## src/rtl/tx_ctrl_fsm_pkg.sv

```systemverilog
// Shared C-PHY TX definitions: lane FSM states, line-state codes, output bundle.
// Latency: n/a (types, constants and a pure decode function only).
// Backpressure: n/a.
package tx_ctrl_fsm_pkg;

  typedef enum logic [3:0] {
    ST_STOP       = 4'd0,
    ST_HS_RQST    = 4'd1,
    ST_HS_PREPARE = 4'd2,
    ST_HS_GO      = 4'd3,
    ST_HS_TRAIL   = 4'd4,
    ST_LP_RQST    = 4'd5,
    ST_LP_YIELD   = 4'd6,
    ST_ESC_RQST   = 4'd7,
    ST_ESC_GO     = 4'd8,
    ST_ULPS       = 4'd9,
    ST_ULPS_EXIT  = 4'd10,
    ST_TA_RQST    = 4'd11,
    ST_TA_GO      = 4'd12,
    ST_TA_DONE    = 4'd13
  } tx_state_t;

  // Line-state codes understood by the downstream line-level decoder.
  localparam logic [1:0] LINE_LP111 = 2'b00;
  localparam logic [1:0] LINE_LP001 = 2'b01;
  localparam logic [1:0] LINE_LP000 = 2'b10;
  localparam logic [1:0] LINE_LP100 = 2'b11;

  typedef struct packed {
    logic [1:0] ctrl;
    logic       hs_en;
    logic       ready_hs;
    logic       stopstate;
    logic       ulps_active_not;
    logic       lp_drv_en;
    logic       direction;
  } tx_out_t;

  // Pure state-to-output decode; unknown encodings look like STOP.
  function automatic tx_out_t decode_outputs(tx_state_t st);
    tx_out_t o;
    o = '{ctrl: LINE_LP000, hs_en: 1'b0, ready_hs: 1'b0, stopstate: 1'b0,
          ulps_active_not: 1'b1, lp_drv_en: 1'b1, direction: 1'b0};
    case (st)
      ST_HS_RQST, ST_ESC_RQST:            o.ctrl = LINE_LP001;
      ST_HS_PREPARE, ST_LP_YIELD,
      ST_ESC_GO, ST_TA_GO:                o.ctrl = LINE_LP000;
      ST_HS_GO: begin
        o.hs_en    = 1'b1;
        o.ready_hs = 1'b1;
      end
      ST_HS_TRAIL:                        o.hs_en = 1'b1;
      ST_LP_RQST, ST_ULPS_EXIT, ST_TA_RQST: o.ctrl = LINE_LP100;
      ST_ULPS:                            o.ulps_active_not = 1'b0;
      ST_TA_DONE: begin
        o.ctrl      = LINE_LP111;
        o.lp_drv_en = 1'b0;
        o.direction = 1'b1;
      end
      default: begin
        o.ctrl      = LINE_LP111;
        o.stopstate = 1'b1;
      end
    endcase
    return o;
  endfunction

endpackage

```

## src/rtl/tx_ctrl_fsm_hold_timer.sv

```systemverilog
// 8-bit hold down-counter: load, count down to zero and stick, flag zero.
// Latency: load/clear take effect on the next rising edge.
// Backpressure: none; clear beats load beats decrement.
module tx_hold_timer (
  input  logic       clk,
  input  logic       rst_n,
  input  logic       i_clr,
  input  logic       i_load,
  input  logic [7:0] i_value,
  output logic       o_zero
);

  logic [7:0] r_cnt;

  // Count down to zero and hold there until the next load.
  always_ff @(posedge clk or negedge rst_n) begin
    if (!rst_n) begin
      r_cnt <= 8'd0;
    end else if (i_clr) begin
      r_cnt <= 8'd0;
    end else if (i_load) begin
      r_cnt <= i_value;
    end else if (r_cnt != 8'd0) begin
      r_cnt <= r_cnt - 8'd1;
    end
  end

  assign o_zero = (r_cnt == 8'd0);

endmodule

```

## src/rtl/tx_ctrl_fsm.sv

```systemverilog
// C-PHY TX lane control FSM: sequences HS, escape/ULPS and turnaround line states.
// Latency: outputs registered, changing on the same edge as the state.
// Backpressure: none; level requests are sampled each edge, entry sequences run to completion.
module tx_ctrl_fsm
  import tx_ctrl_fsm_pkg::*;
#(
  parameter int T_LPX        = 4,
  parameter int T_HS_PREPARE = 3,
  parameter int T_HS_TRAIL   = 5,
  parameter int T_WAKEUP     = 10,
  parameter int T_TA_GO      = 6
) (
  input  logic       clk,
  input  logic       rst_n,
  input  logic       TxRequestHS,
  input  logic       TxRequestEsc,
  input  logic       TxUlpsEsc,
  input  logic       TxUlpsExit,
  input  logic       TurnRequest,
  input  logic       ForceTxStopmode,
  output logic [1:0] TxCtrlOut,
  output logic       HsEn,
  output logic       TxReadyHS,
  output logic       Stopstate,
  output logic       UlpsActiveNot,
  output logic       LpDrvEn,
  output logic       Direction
);

  // Counter loads hold-1 so a timed state spans exactly its hold in cycles.
  localparam logic [7:0] L_LPX     = 8'(T_LPX - 1);
  localparam logic [7:0] L_PREPARE = 8'(T_HS_PREPARE - 1);
  localparam logic [7:0] L_TRAIL   = 8'(T_HS_TRAIL - 1);
  localparam logic [7:0] L_WAKEUP  = 8'(T_WAKEUP - 1);
  localparam logic [7:0] L_TA_GO   = 8'(T_TA_GO - 1);

  tx_state_t  r_state;
  tx_state_t  w_nxt;
  tx_out_t    r_out;
  logic       r_exit_blk;
  logic       w_load;
  logic [7:0] w_load_val;
  logic       w_cnt_zero;

  tx_hold_timer u_hold_timer (
    .clk     (clk),
    .rst_n   (rst_n),
    .i_clr   (ForceTxStopmode),
    .i_load  (w_load),
    .i_value (w_load_val),
    .o_zero  (w_cnt_zero)
  );

  // Next-state rules; forced stop overrides everything.
  always_comb begin
    w_nxt = r_state;
    case (r_state)
      ST_STOP: begin
        if (TxRequestHS)       w_nxt = ST_HS_RQST;
        else if (TurnRequest)  w_nxt = ST_TA_RQST;
        else if (TxRequestEsc) w_nxt = ST_LP_RQST;
      end
      ST_HS_RQST:    if (w_cnt_zero) w_nxt = ST_HS_PREPARE;
      ST_HS_PREPARE: if (w_cnt_zero) w_nxt = ST_HS_GO;
      ST_HS_GO:      if (!TxRequestHS) w_nxt = ST_HS_TRAIL;
      ST_HS_TRAIL:   if (w_cnt_zero) w_nxt = ST_STOP;
      ST_LP_RQST:    if (w_cnt_zero) w_nxt = ST_LP_YIELD;
      ST_LP_YIELD:   if (w_cnt_zero) w_nxt = ST_ESC_RQST;
      ST_ESC_RQST:   if (w_cnt_zero) w_nxt = ST_ESC_GO;
      ST_ESC_GO:     if (w_cnt_zero) w_nxt = TxUlpsEsc ? ST_ULPS : ST_STOP;
      // An exit request still held over from the previous wake-up is ignored.
      ST_ULPS:       if (TxUlpsExit && !r_exit_blk) w_nxt = ST_ULPS_EXIT;
      ST_ULPS_EXIT:  if (w_cnt_zero) w_nxt = ST_STOP;
      ST_TA_RQST:    if (w_cnt_zero) w_nxt = ST_TA_GO;
      ST_TA_GO:      if (w_cnt_zero) w_nxt = ST_TA_DONE;
      ST_TA_DONE:    if (!TurnRequest) w_nxt = ST_STOP;
      default:       w_nxt = ST_STOP;
    endcase
    if (ForceTxStopmode) w_nxt = ST_STOP;
  end

  // Load the hold counter on entry to a timed state.
  always_comb begin
    w_load     = 1'b0;
    w_load_val = 8'd0;
    if (w_nxt != r_state) begin
      case (w_nxt)
        ST_HS_RQST, ST_LP_RQST, ST_LP_YIELD,
        ST_ESC_RQST, ST_ESC_GO, ST_TA_RQST: begin
          w_load     = 1'b1;
          w_load_val = L_LPX;
        end
        ST_HS_PREPARE: begin
          w_load     = 1'b1;
          w_load_val = L_PREPARE;
        end
        ST_HS_TRAIL: begin
          w_load     = 1'b1;
          w_load_val = L_TRAIL;
        end
        ST_ULPS_EXIT: begin
          w_load     = 1'b1;
          w_load_val = L_WAKEUP;
        end
        ST_TA_GO: begin
          w_load     = 1'b1;
          w_load_val = L_TA_GO;
        end
        default: begin
          w_load     = 1'b0;
          w_load_val = 8'd0;
        end
      endcase
    end
  end

  // State register with outputs decoded from the next state, so both move together.
  always_ff @(posedge clk or negedge rst_n) begin
    if (!rst_n) begin
      r_state    <= ST_STOP;
      r_out      <= decode_outputs(ST_STOP);
      r_exit_blk <= 1'b0;
    end else begin
      r_state <= w_nxt;
      r_out   <= decode_outputs(w_nxt);
      if (r_state == ST_ULPS && w_nxt == ST_ULPS_EXIT) r_exit_blk <= 1'b1;
      else if (!TxUlpsExit)                            r_exit_blk <= 1'b0;
    end
  end

  assign TxCtrlOut     = r_out.ctrl;
  assign HsEn          = r_out.hs_en;
  assign TxReadyHS     = r_out.ready_hs;
  assign Stopstate     = r_out.stopstate;
  assign UlpsActiveNot = r_out.ulps_active_not;
  assign LpDrvEn       = r_out.lp_drv_en;
  assign Direction     = r_out.direction;

endmodule
```

## config.mk

```make
export PLATFORM = sky130hd
export DESIGN_NAME = tx_ctrl_fsm
export DESIGN_NICKNAME = d
export VERILOG_FILES = /design/src/rtl/tx_ctrl_fsm_pkg.sv /design/src/rtl/tx_ctrl_fsm_hold_timer.sv /design/src/rtl/tx_ctrl_fsm.sv
export SDC_FILE = /design/constraint.sdc
export NUM_CORES = 1
export LEC_CHECK = 0
export BUFFER_PORTS_ARGS = -buffer_cell sky130_fd_sc_hd__buf_2
export CORE_MARGIN = 4
export CORE_UTILIZATION = 45
export DETAILED_ROUTE_END_ITERATION = 12
export HOLD_SLACK_MARGIN = 0.02
export SKIP_CTS_REPAIR_TIMING = 1
export SLEW_MARGIN = 20
export SYNTH_ARGS = -nofsm -noshare
export SYNTH_HDL_FRONTEND = slang
export SYNTH_SLANG_ARGS = --single-unit
```

## constraint.sdc

```tcl
create_clock -name clk -period 7.3 [get_ports clk]
set_input_delay 1.825 -clock clk [delete_from_list [all_inputs] [get_ports clk]]
set_output_delay 1.825 -clock clk [all_outputs]
set_load 0.02 [all_outputs]
```

=== Word level (Yosys, flattened, before mapping) ===
Memory sizes are Yosys's and may differ from the RTL's.
Index checks and enable logic that the tools add are counted.

* Flip-flop bits (word level): 21
* Logic and storage cells: 84
* Bits in read-only memories: 80
* Input port bits: 8
* Memory bits (writable): 0
* Memories: 1
* Latch bits: 0

* Divide/modulo/power cells: 0
* Magnitude comparators: 0
* Multipliers: 0
* Mux-type cells: 31
* Add/subtract/negate cells: 1
* Equal/unequal tests: 28
* Bitwise operators: 0
* Shifts and indexed selects: 0
* Reductions and logical operators: 13

{| class="wikitable"
|+ Memories
! name !! depth !! bits a word !! read ports !! clocked after memory_dff !! wr ports !! RTL line !! text
|-
| (name not given) || 16 || 5 || 1 || 0 || 0 || tx_ctrl_fsm.sv:87 || <nowiki>case (w_nxt)</nowiki>
|}

{| class="wikitable"
|+ Operators with widths
! operator !! count
|-
| $mux W4 || 17
|-
| $pmux W4 S13 || 1
|-
| $eq A4 B4 Y1 const B || 12
|-
| $eq A4 B3 Y1 const B || 8
|-
| $mux W8 || 4
|-
| $eq A4 B2 Y1 const B || 4
|-
| $reduce_or A13 Y1 || 1
|-
| $eq A4 B1 Y1 const B || 2
|-
| $logic_not A8 Y1 || 1
|-
| $reduce_bool A8 Y1 || 1
|-
| $sub A8 B1 Y8 const B || 1
|-
| $mux W1 || 7
|-
| $reduce_or A7 Y1 || 1
|-
| $pmux W2 S3 || 1
|-
| $reduce_or A2 Y1 || 3
|-
| $logic_not A4 Y1 || 1
|-
| $ne A4 B4 Y1 || 1
|-
| $reduce_bool A3 Y1 || 1
|-
| $reduce_or A3 Y1 || 1
|-
| $logic_and A1 B1 Y1 || 2
|-
| $mux W2 || 1
|-
| $ne A2 B1 Y1 const B || 1
|-
| $logic_not A1 Y1 || 1
|}

=== Longest topological paths before layout ===
Gate-level depths: netlist (run 1).

* Depth after elaboration: 9
* Gate-level depth with buffers: 14
* Depth with buffers taken out: 14

=== By module ===
Synthesis (run 1) repeated with hierarchy kept, for this count alone.

* Cell total of the unflattened synthesis: 199
* Area, all modules: 1,788.0 um^2

{| class="wikitable"
|+ Modules (own cells, without submodules)
! module !! seq. area each (um^2) !! area each (um^2) !! cells an instance !! instances
|-
| tx_ctrl_fsm || 329.1 || 1,278.7 || 146 || 1
|-
| tx_hold_timer || 200.2 || 509.2 || 53 || 1
|}

=== Worst setup path after synthesis (run 1) ===
Ideal clock, no wire load.

* Path type: input-to-reg
* Start point: input TurnRequest
* End point: register u_hold_timer.r_cnt[0]
* Path buffers: 0
* Library setup time: 0.125 ns
* Slack: 3.384 ns
* Required time: 7.175 ns
* Cell stages on the path: 10
* Arrival: 3.791 ns
* Cells stage by stage: and4b_1 a31oi_1 o221ai_1 a311oi_4 o21ai_1 nand2_1 ha_1 nor2_1 a211oi_4 mux2_4

* Cells in the longest elaborated chain, start to end: 8

{| class="wikitable"
|+ RTL lines
! element !! RTL line !! text
|-
| start, declared || tx_ctrl_fsm.sv:19 || <nowiki>input logic TurnRequest,</nowiki>
|-
| $mux W4 || tx_ctrl_fsm.sv:60 || <nowiki>else if (TurnRequest) w_nxt = ST_TA_RQST;</nowiki>
|-
| $mux W4 || tx_ctrl_fsm.sv:59 || <nowiki>if (TxRequestHS) w_nxt = ST_HS_RQST;</nowiki>
|-
| $pmux W4 S13 * || tx_ctrl_fsm.sv:57 || <nowiki>case (r_state)</nowiki>
|-
| $mux W4 * || tx_ctrl_fsm.sv:79 || <nowiki>if (ForceTxStopmode) w_nxt = ST_STOP;</nowiki>
|-
| $mem_v2 Z16 W5 / $ne A4 B4 Y1 (equally long branches) || - ||
|-
| $mux W8 / $mux W1 (equally long branches) || tx_ctrl_fsm.sv:86 || <nowiki>if (w_nxt != r_state) begin</nowiki>
|-
| $mux W8 || tx_ctrl_fsm_hold_timer.sv:21 || <nowiki>end else if (i_load) begin</nowiki>
|-
| $mux W8 || tx_ctrl_fsm_hold_timer.sv:19 || <nowiki>end else if (i_clr) begin</nowiki>
|-
| end signal, assigned || tx_ctrl_fsm_hold_timer.sv:22 || <nowiki>r_cnt <= i_value;</nowiki>
|-
| end signal, assigned || tx_ctrl_fsm_hold_timer.sv:24 || <nowiki>r_cnt <= r_cnt - 8'd1;</nowiki>
|-
| end, declared || tx_ctrl_fsm_hold_timer.sv:13 || <nowiki>logic [7:0] r_cnt;</nowiki>
|}

Mark *: on every way between the ends. The rest lies on a longest branch, timed or not.
A chain may end at the register's enable or synchronous reset.

=== Final worst setup path (run 1) ===
* Start point: input TurnRequest
* End point: register u_hold_timer.r_cnt[1]

The elaborated chain is that of the path after synthesis.

==> results of run 1 <==
-- stage by stage --
stage	utilization (%)	worst slack (ns)	area [sq um]
final	51.19	3.253	1775
after global routing	51.19	3.160	1775
after CTS	51.19	3.274	1775
after detailed placement	49.89	3.008	1730
after global placement	49.89	3.100	1730
after floorplan	-	3.384	1689
-- cells in the mapped netlist, drive strengths merged, types with 2 or more instances --
master / count
nor4b: 2
nand2b: 3
ha: 7
dfstp: 3
clkbuf: 8
a311oi: 3
a31oi: 4
o221ai: 2
nor4: 6
and4b: 2
nand3: 4
a41oi: 2
mux2: 3
a211oi: 4
nor2b: 3
nand2: 17
dfrtp: 18
inv: 12
nor2: 18
and3: 5
o21ai: 8
nor3b: 3
a31o: 2
nor3: 7
or3: 4
mux2i: 3
xnor2: 7
and4: 2
a21oi: 6
-- routing by layer --
metal	track usage, %	vias up
met2	27.12	53
met1	22.61	700
met4	2.603	0
met5	0	-
met3	3.188	2
li1	-	701
-- cell type report --
cell class	instances	area, sq um
repair buffers	15	75.07
well taps	46	57.56
fillers	337	1693
multi-input cells	144	1023
flip-flops and latches	21	529.3
inverters	12	45.04
clock buffers	4	45.04
-- how the worst max path moves through the flow --
stage	from	endpoint	slack [ns]	cells past startpoint
2_1_floorplan	TurnRequest	u_hold_timer.r_cnt[0]	3.38	10
3_3_place_gp	TurnRequest	u_hold_timer.r_cnt[1]	3.10	11
3_5_place_dp	TurnRequest	u_hold_timer.r_cnt[1]	3.01	11
4_1_cts	TurnRequest	u_hold_timer.r_cnt[1]	3.27	11
5_1_grt	TurnRequest	Stopstate	3.16	13
6_report	TurnRequest	u_hold_timer.r_cnt[1]	3.25	11
-- cells by family (layout without fill, tap and decap cells) --
kind of cell             after synthesis  after routing  share of synthesized area, %
buffers and inverters                 21             31                         8.074
AND/OR/NAND/NOR                       84             84                         29.11
flip-flops                            21             21                         31.33
AO/OA/AOI/OAI                         39             39                         17.93
multiplexers                           6              6                         4.222
adder cells (fa/ha/maj)                7              7                         5.185
XOR/XNOR                               8              8                         4.148
-- layout by cell type (no fill, tap or decap), drive strengths merged, types with 2 or more instances in the layout --
master / synthesis / final
dfrtp: 18 / 18
nor2: 18 / 18
nand2: 17 / 17
buf: 1 / 15
inv: 12 / 12
o21ai: 8 / 8
xnor2: 7 / 7
ha: 7 / 7
nor3: 7 / 7
a21oi: 6 / 6
nor4: 6 / 6
and3: 5 / 5
nand3: 4 / 4
a31oi: 4 / 4
a211oi: 4 / 4
clkbuf: 8 / 4
or3: 4 / 4
dfstp: 3 / 3
nor3b: 3 / 3
nor2b: 3 / 3
nand2b: 3 / 3
mux2i: 3 / 3
a311oi: 3 / 3
mux2: 3 / 3
nor4b: 2 / 2
and4b: 2 / 2
o221ai: 2 / 2
a31o: 2 / 2
a41oi: 2 / 2
and4: 2 / 2
-- sequential cells by signal, summed over array words and instances, names as in the netlist --
signal,flops
HsEn,1
TxReadyHS,1
u_hold_timer.r_cnt,8
LpDrvEn,1
TxCtrlOut,2
Stopstate,1
r_state,4
Direction,1
UlpsActiveNot,1
r_exit_blk,1
-- power by group through the flow --
stage | registers [mW] | logic [mW] | clock network, mW
2_1_floorplan | 0.202 | 0.486 | 0
5_1_grt | 0.226 | 0.613 | 0.0841
6_report | 0.219 | 0.556 | 0.0742
4_1_cts | 0.217 | 0.556 | 0.0769
3_3_place_gp | 0.217 | 0.548 | 0
3_5_place_dp | 0.219 | 0.550 | 0
==> flow_metrics.tcl, run 1 <==
set metrics [dict create \
    status "finished, final reports clean" \
    drt_wl_total_um 3725 \
    drv_cap 0 \
    io-pin-count 16 \
    ys_seq_elements 21 \
    diodes 0 \
    wl_met2_um 1785 \
    hold_depth 1 \
    drcViolationCount 0 \
    grt_overflow 0 \
    grt_use_total_pct 16.45 \
    synth_top_flop_cell "dfrtp_1" \
    cts_tree "done" \
    routedWlPerCell_um 15.39 \
    drive_gt1_share_pct 18.88 \
    netlist_top_cells_area "dfrtp_1, ha_1, dfstp_2" \
    die_x_um 69.27 \
    top_layer_used "met4" \
    max-vdd-ir-drop_v 0.0002024 \
    drt_iter0_markers 94 \
    met1Wirelength_um 1707 \
    finalPower_mw 0.8489 \
    pwr-share-seq_pct 25.8 \
    critical_path_class "in2reg" \
    yosysTopAreaCell "dfrtp_1" \
    hold_class "reg2reg" \
    ant_nets 0 \
    fin_worst_hold_slack_ns 0.5339 \
    io_buffers 15 \
    clock_skew_ns 0.0006294 \
    maxSlewHeadroom_pct 47.86 \
    dp_hpwl_um 2742 \
    grt_start_max_net_pins 23 \
    powerDensity_nw_per_um2 478.1 \
    rsz0062_at_grt "false" \
    routabilityCongestion 0.8214 \
    path_buf_inv 1 \
    slowest_delay_ns 0.48 \
    critPathArrivalTime_ns 4.19 \
    cp_max_fo 8 \
    setup_viol 0 \
    clock_sinks 21 \
    finalCritPeriodShare_pct 55.44 \
    die_y_um 69.27 \
    dr.pass1.iters 4 \
    place_inst 238 \
    period_needed_ns 4.047 \
    synthArstFlopShare_pct 100.0 \
    grt_antenna_before_repair 0 \
    required_ns 7.44 \
    syn_area_per_cell_sq_um 9.081 \
    cts_buffers 3 \
    fp-row-count 21 \
    cts_buffer_depth 2 \
    cts_root_buffer "clkbuf_8" \
    worst_pin_slew_ns 0.7749 \
    viasPerCell 6.017 \
    wl_met3_um 208 \
    fin_cells 242 \
    ys_types 57 \
    switchingPower_mw 0.4102 \
    min-delay-start "r_exit_blk" \
    clock_power_share_pct 8.7 \
    start_util_pct 48.70 \
    synthDominantCellAreaShare_pct 26.67 \
    vias 1456 \
    reg2reg_slack_ns 3.82 \
    crit_family "compound AO/OA/AOI/OAI gates" \
    regToRegEndpoint "u_hold_timer.r_cnt[1]" \
    r2r_cells 9 \
    clk_pin_slew_ns 0.07 \
    slew_viol_final 0 \
    path_cells "buf_2 -> and4b_1 -> a31oi_1 -> o221ai_1 -> a311oi_4 -> o21ai_1 -> nand2_1 -> ha_1 -> nor2_1 -> a211oi_4 -> mux2_4" \
    insertion_delay_ns 0.25 \
    hold_end "r_exit_blk" \
    grt_pass1_wl_um 6679 \
    cp_slowest_cell "a211oi_4" \
    worstSetupStartpointType "input port" \
    nets 212 \
    ys_seq_area_share_pct 31.33 \
    synth_nets 201 \
    finalSetupTns_ns 0 \
    yosys_warnings 0 \
    area_delta_synth_final_pct 5.111 \
    report.final.hold_viol_count 0 \
    intPower_mw 0.4386 \
    crit_path_end_kind "register" \
    core_area_sq_um 3468 \
    h-tree-depth 1 \
    syn_inst 186 \
    die_area_sq_um 4798 \
    synth_edf_count 0 \
    leakage_nw 0.7610 \
    worstReg2RegStart "u_hold_timer.r_cnt[3]" \
    first_global_vias 1421 \
    p_sw_share_pct 48.33 \
    comb_power_share_pct 65.5 \
    max_freq_ghz 0.2471 \
    synth_area_sq_um 1689 \
]
(Power assumes the default switching activity.)
==> inputs of run 2 (changes only) <==
--- a/config.mk
+++ b/config.mk
@@ -5,6 +5,7 @@
 export SDC_FILE = /design/constraint.sdc
 export NUM_CORES = 1
 export LEC_CHECK = 0
+export ABC_AREA = 1
 export BUFFER_PORTS_ARGS = -buffer_cell sky130_fd_sc_hd__buf_2
 export CORE_MARGIN = 4
 export CORE_UTILIZATION = 45
==> constraint.sdc (replaced) <==
create_clock -name clk -period 4 [get_ports clk]
set_input_delay 1 -clock clk [delete_from_list [all_inputs] [get_ports clk]]
set_output_delay 1 -clock clk [all_outputs]
set_load 0.02 [all_outputs]
==> run 2 against run 1 <==
Via count increased by 7.1%. Largest power group unchanged. Synthesized cell count increased by 35%. Utilization increased by 1.2 points. Critical endpoint is now u_hold_timer.r_cnt[4]. Setup slack got worse by 2.3 ns.
==> flow_metrics.tcl, run 2 <==
set metrics [dict create \
    required_ns 4.20 \
    finalSetupTns_ns 0 \
    syn_area_per_cell_sq_um 6.529 \
    nets 285 \
    die_area_sq_um 4687 \
    fp-row-count 21 \
    area_delta_synth_final_pct 9.506 \
    worstReg2RegStart "u_hold_timer.r_cnt[0]" \
    worstSetupStartpointType "register" \
    critical_path_class "reg2reg" \
    comb_power_share_pct 65.6 \
    synth_most_common_cell "nand2_1" \
    cts_tree "done" \
    clk_pin_slew_ns 0.08 \
    worst_pin_slew_ns 0.4938 \
    drv_cap 0 \
    dp_hpwl_um 2804 \
    dr.pass1.iters 4 \
    path_cells "inv_1 -> ha_1 -> nand2_1 -> nor2_2 -> nand2_1 -> o21ai_0 -> nand2_1 -> nand3_1 -> nand2_1 -> ha_1 -> inv_1 -> nand2_1 -> nor2_2 -> a21oi_4 -> o21ai_2 -> a21oi_2 -> inv_2 -> nor2_1" \
    diodes 0 \
    routedWlPerCell_um 11.50 \
    clock_power_share_pct 10.5 \
    synth_top_flop_cell "dfrtp_1" \
    grt_use_total_pct 18.11 \
    io_buffers 15 \
    ant_nets 0 \
    finalCritPeriodShare_pct 76.40 \
    largest_reg_flops 8 \
    viasPerCell 4.949 \
    final_common_cell "nand2_1" \
    first_global_vias 1362 \
    regToRegEndpoint "u_hold_timer.r_cnt[4]" \
    die_x_um 68.47 \
    intPower_mw 0.6441 \
    yosysTopAreaCell "dfrtp_1" \
    setup_viol 0 \
    clock_sinks 21 \
    critPathArrivalTime_ns 3.25 \
    pwr-share-seq_pct 24.0 \
    crit_path_end_kind "register" \
    cp_common_cell "nand2_1" \
    synthArstFlopShare_pct 100.0 \
    cp_max_fo 12 \
    cp_slowest_cell "nor2_2" \
    maxSlewHeadroom_pct 67.08 \
    insertion_delay_ns 0.26 \
    core_area_sq_um 3442 \
    post-place-ws_ns 0.9799 \
    cts_buffers 3 \
    yosys_warnings 0 \
    routabilityCongestion 0.8579 \
    r2r_cells 18 \
    slowest_delay_ns 0.41 \
    syn_inst 252 \
    synth_area_sq_um 1645 \
    drcViolationCount 0 \
    p_sw_share_pct 52.73 \
    grt_pass1_wl_um 6320 \
    report.final.hold_viol_count 0 \
    powerDensity_nw_per_um2 756.3 \
    ys_top_cells_by_count "nand2_1, nor2_1, inv_1, nand3_1, dfrtp_1" \
    max_freq_ghz 0.3272 \
    die_y_um 68.47 \
    cts_root_buffer "clkbuf_8" \
    fin_worst_hold_slack_ns 0.5495 \
    drive_gt1_share_pct 16.73 \
    reg2reg_slack_ns 0.94 \
    h-tree-depth 1 \
    drt_iter0_markers 106 \
    final_cell_mix "nand2_1, nor2_1, inv_1" \
    rsz0062_at_grt "false" \
    ys_types 30 \
    period_needed_ns 3.056 \
    hold_end "u_hold_timer.r_cnt[0]" \
    max-vdd-ir-drop_v 0.0002876 \
    grt_overflow 0 \
    cts_buffer_depth 2 \
    synth_edf_count 0 \
    netlist_top_cells_area "dfrtp_1, nand2_1, nor2_1" \
    io-pin-count 16 \
    ys_seq_elements 21 \
    min-delay-start "u_hold_timer.r_cnt[0]" \
    grt_antenna_before_repair 0 \
    grt_start_max_net_pins 22 \
    synth_nets 267 \
    hold_depth 2 \
    drt_wl_total_um 3623 \
    vias 1559 \
    start_util_pct 47.80 \
    regMostFlops "u_hold_timer.r_cnt" \
    clock_skew_ns 0.004497 \
    hold_class "reg2reg" \
    slew_viol_final 0 \
    layout_setup_ws_ns 0.9442 \
    status "finished, final reports clean" \
    switchingPower_mw 0.7185 \
    leakage_nw 1.040 \
    ys_seq_area_share_pct 32.17 \
    synthDominantCellAreaShare_pct 27.38 \
]
## run 2: cell types whose count changed after synthesis, moves of 4 or more
cell,delta
clkbuf_8,-5
a21oi_1,-5
nor4_1,-6
nand3_1,+20
nor2_2,+5
nand2_1,+62
xnor2_1,-6
inv_1,+17
nand4_1,+5
nor2_1,+22
a31oi_1,-4
inv_2,+7
## run 2: kinds of logic (layout without fill, tap and decap cells)
| family | after synthesis | in the layout | synth area share, % |
|---|---|---|---|
| DFF | 21 | 21 | 32.17 |
| adders and majority gates | 7 | 7 | 5.323 |
| buffers and inverters | 39 | 56 | 9.810 |
| xor gates and xnor gates | 5 | 5 | 2.661 |
| and+or+nand+nor | 165 | 165 | 43.80 |
| AOI/OAI and AO/OA | 15 | 15 | 6.236 |
## run 2: final cells by class
cell class                 count  area (sq um)
tap                           46         57.56
clock buffer                   3         41.29
inverter                      37         138.9
clock inverter                 1         5.005
fill                         366          1640
multi-input combinational    192         954.7
sequential                    21         529.3
timing repair buffer          15         75.07
## run 2: worst max-delay path by stage
stage	from	end	slack, ns	cells after the start
global route	u_hold_timer.r_cnt[0]	u_hold_timer.r_cnt[7]	0.54	18
finish	u_hold_timer.r_cnt[0]	u_hold_timer.r_cnt[4]	0.94	18
floorplan	TurnRequest	u_hold_timer.r_cnt[0]	1.41	18
global placement	TurnRequest	u_hold_timer.r_cnt[6]	0.97	17
CTS	u_hold_timer.r_cnt[0]	u_hold_timer.r_cnt[3]	0.95	18
detailed placement	TurnRequest	u_hold_timer.r_cnt[5]	0.98	17
## run 2: worst max-delay path: cells and delay by family (launching register included)
kind	cells	cell delay, ns
DFF	1	0.39
buffers and inverters	3	0.26
adders and majority gates	2	0.51
AOI/OAI and AO/OA	4	0.66
and+or+nand+nor	9	1.18
## run 2: power by group through the flow
stage | clock [mW] | sequential, mW | combinational [mW]
detailed placement | 0 | 0.331 | 0.886
global placement | 0 | 0.331 | 0.903
CTS | 0.146 | 0.327 | 0.895
finish | 0.143 | 0.327 | 0.893
floorplan | 0 | 0.346 | 0.730
global route | 0.154 | 0.334 | 1.04
## run 2: metal layers
metal | vias to the layer above | share of wire (%) | track usage (%)
li1 | 819 | - | -
met1 | 698 | 50 | 27.13
met2 | 36 | 44 | 26.34
met3 | 6 | 4.1 | 2.791
met4 | 0 | 1.6 | 5.707
met5 | - | 0 | 0
## run 2: metrics by stage
| stage | total power [mW] | std cells | area [sq um] | util, % |
|---|---|---|---|---|
| floorplan | 1.076 | 252 | 1645 | - |
| global placement | 1.234 | 311 | 1755 | 51.00 |
| detailed placement | 1.217 | 311 | 1755 | 51.00 |
| CTS | 1.368 | 315 | 1802 | 52.34 |
| global route | 1.528 | 315 | 1802 | 52.34 |
| finish | 1.363 | 315 | 1802 | 52.34 |
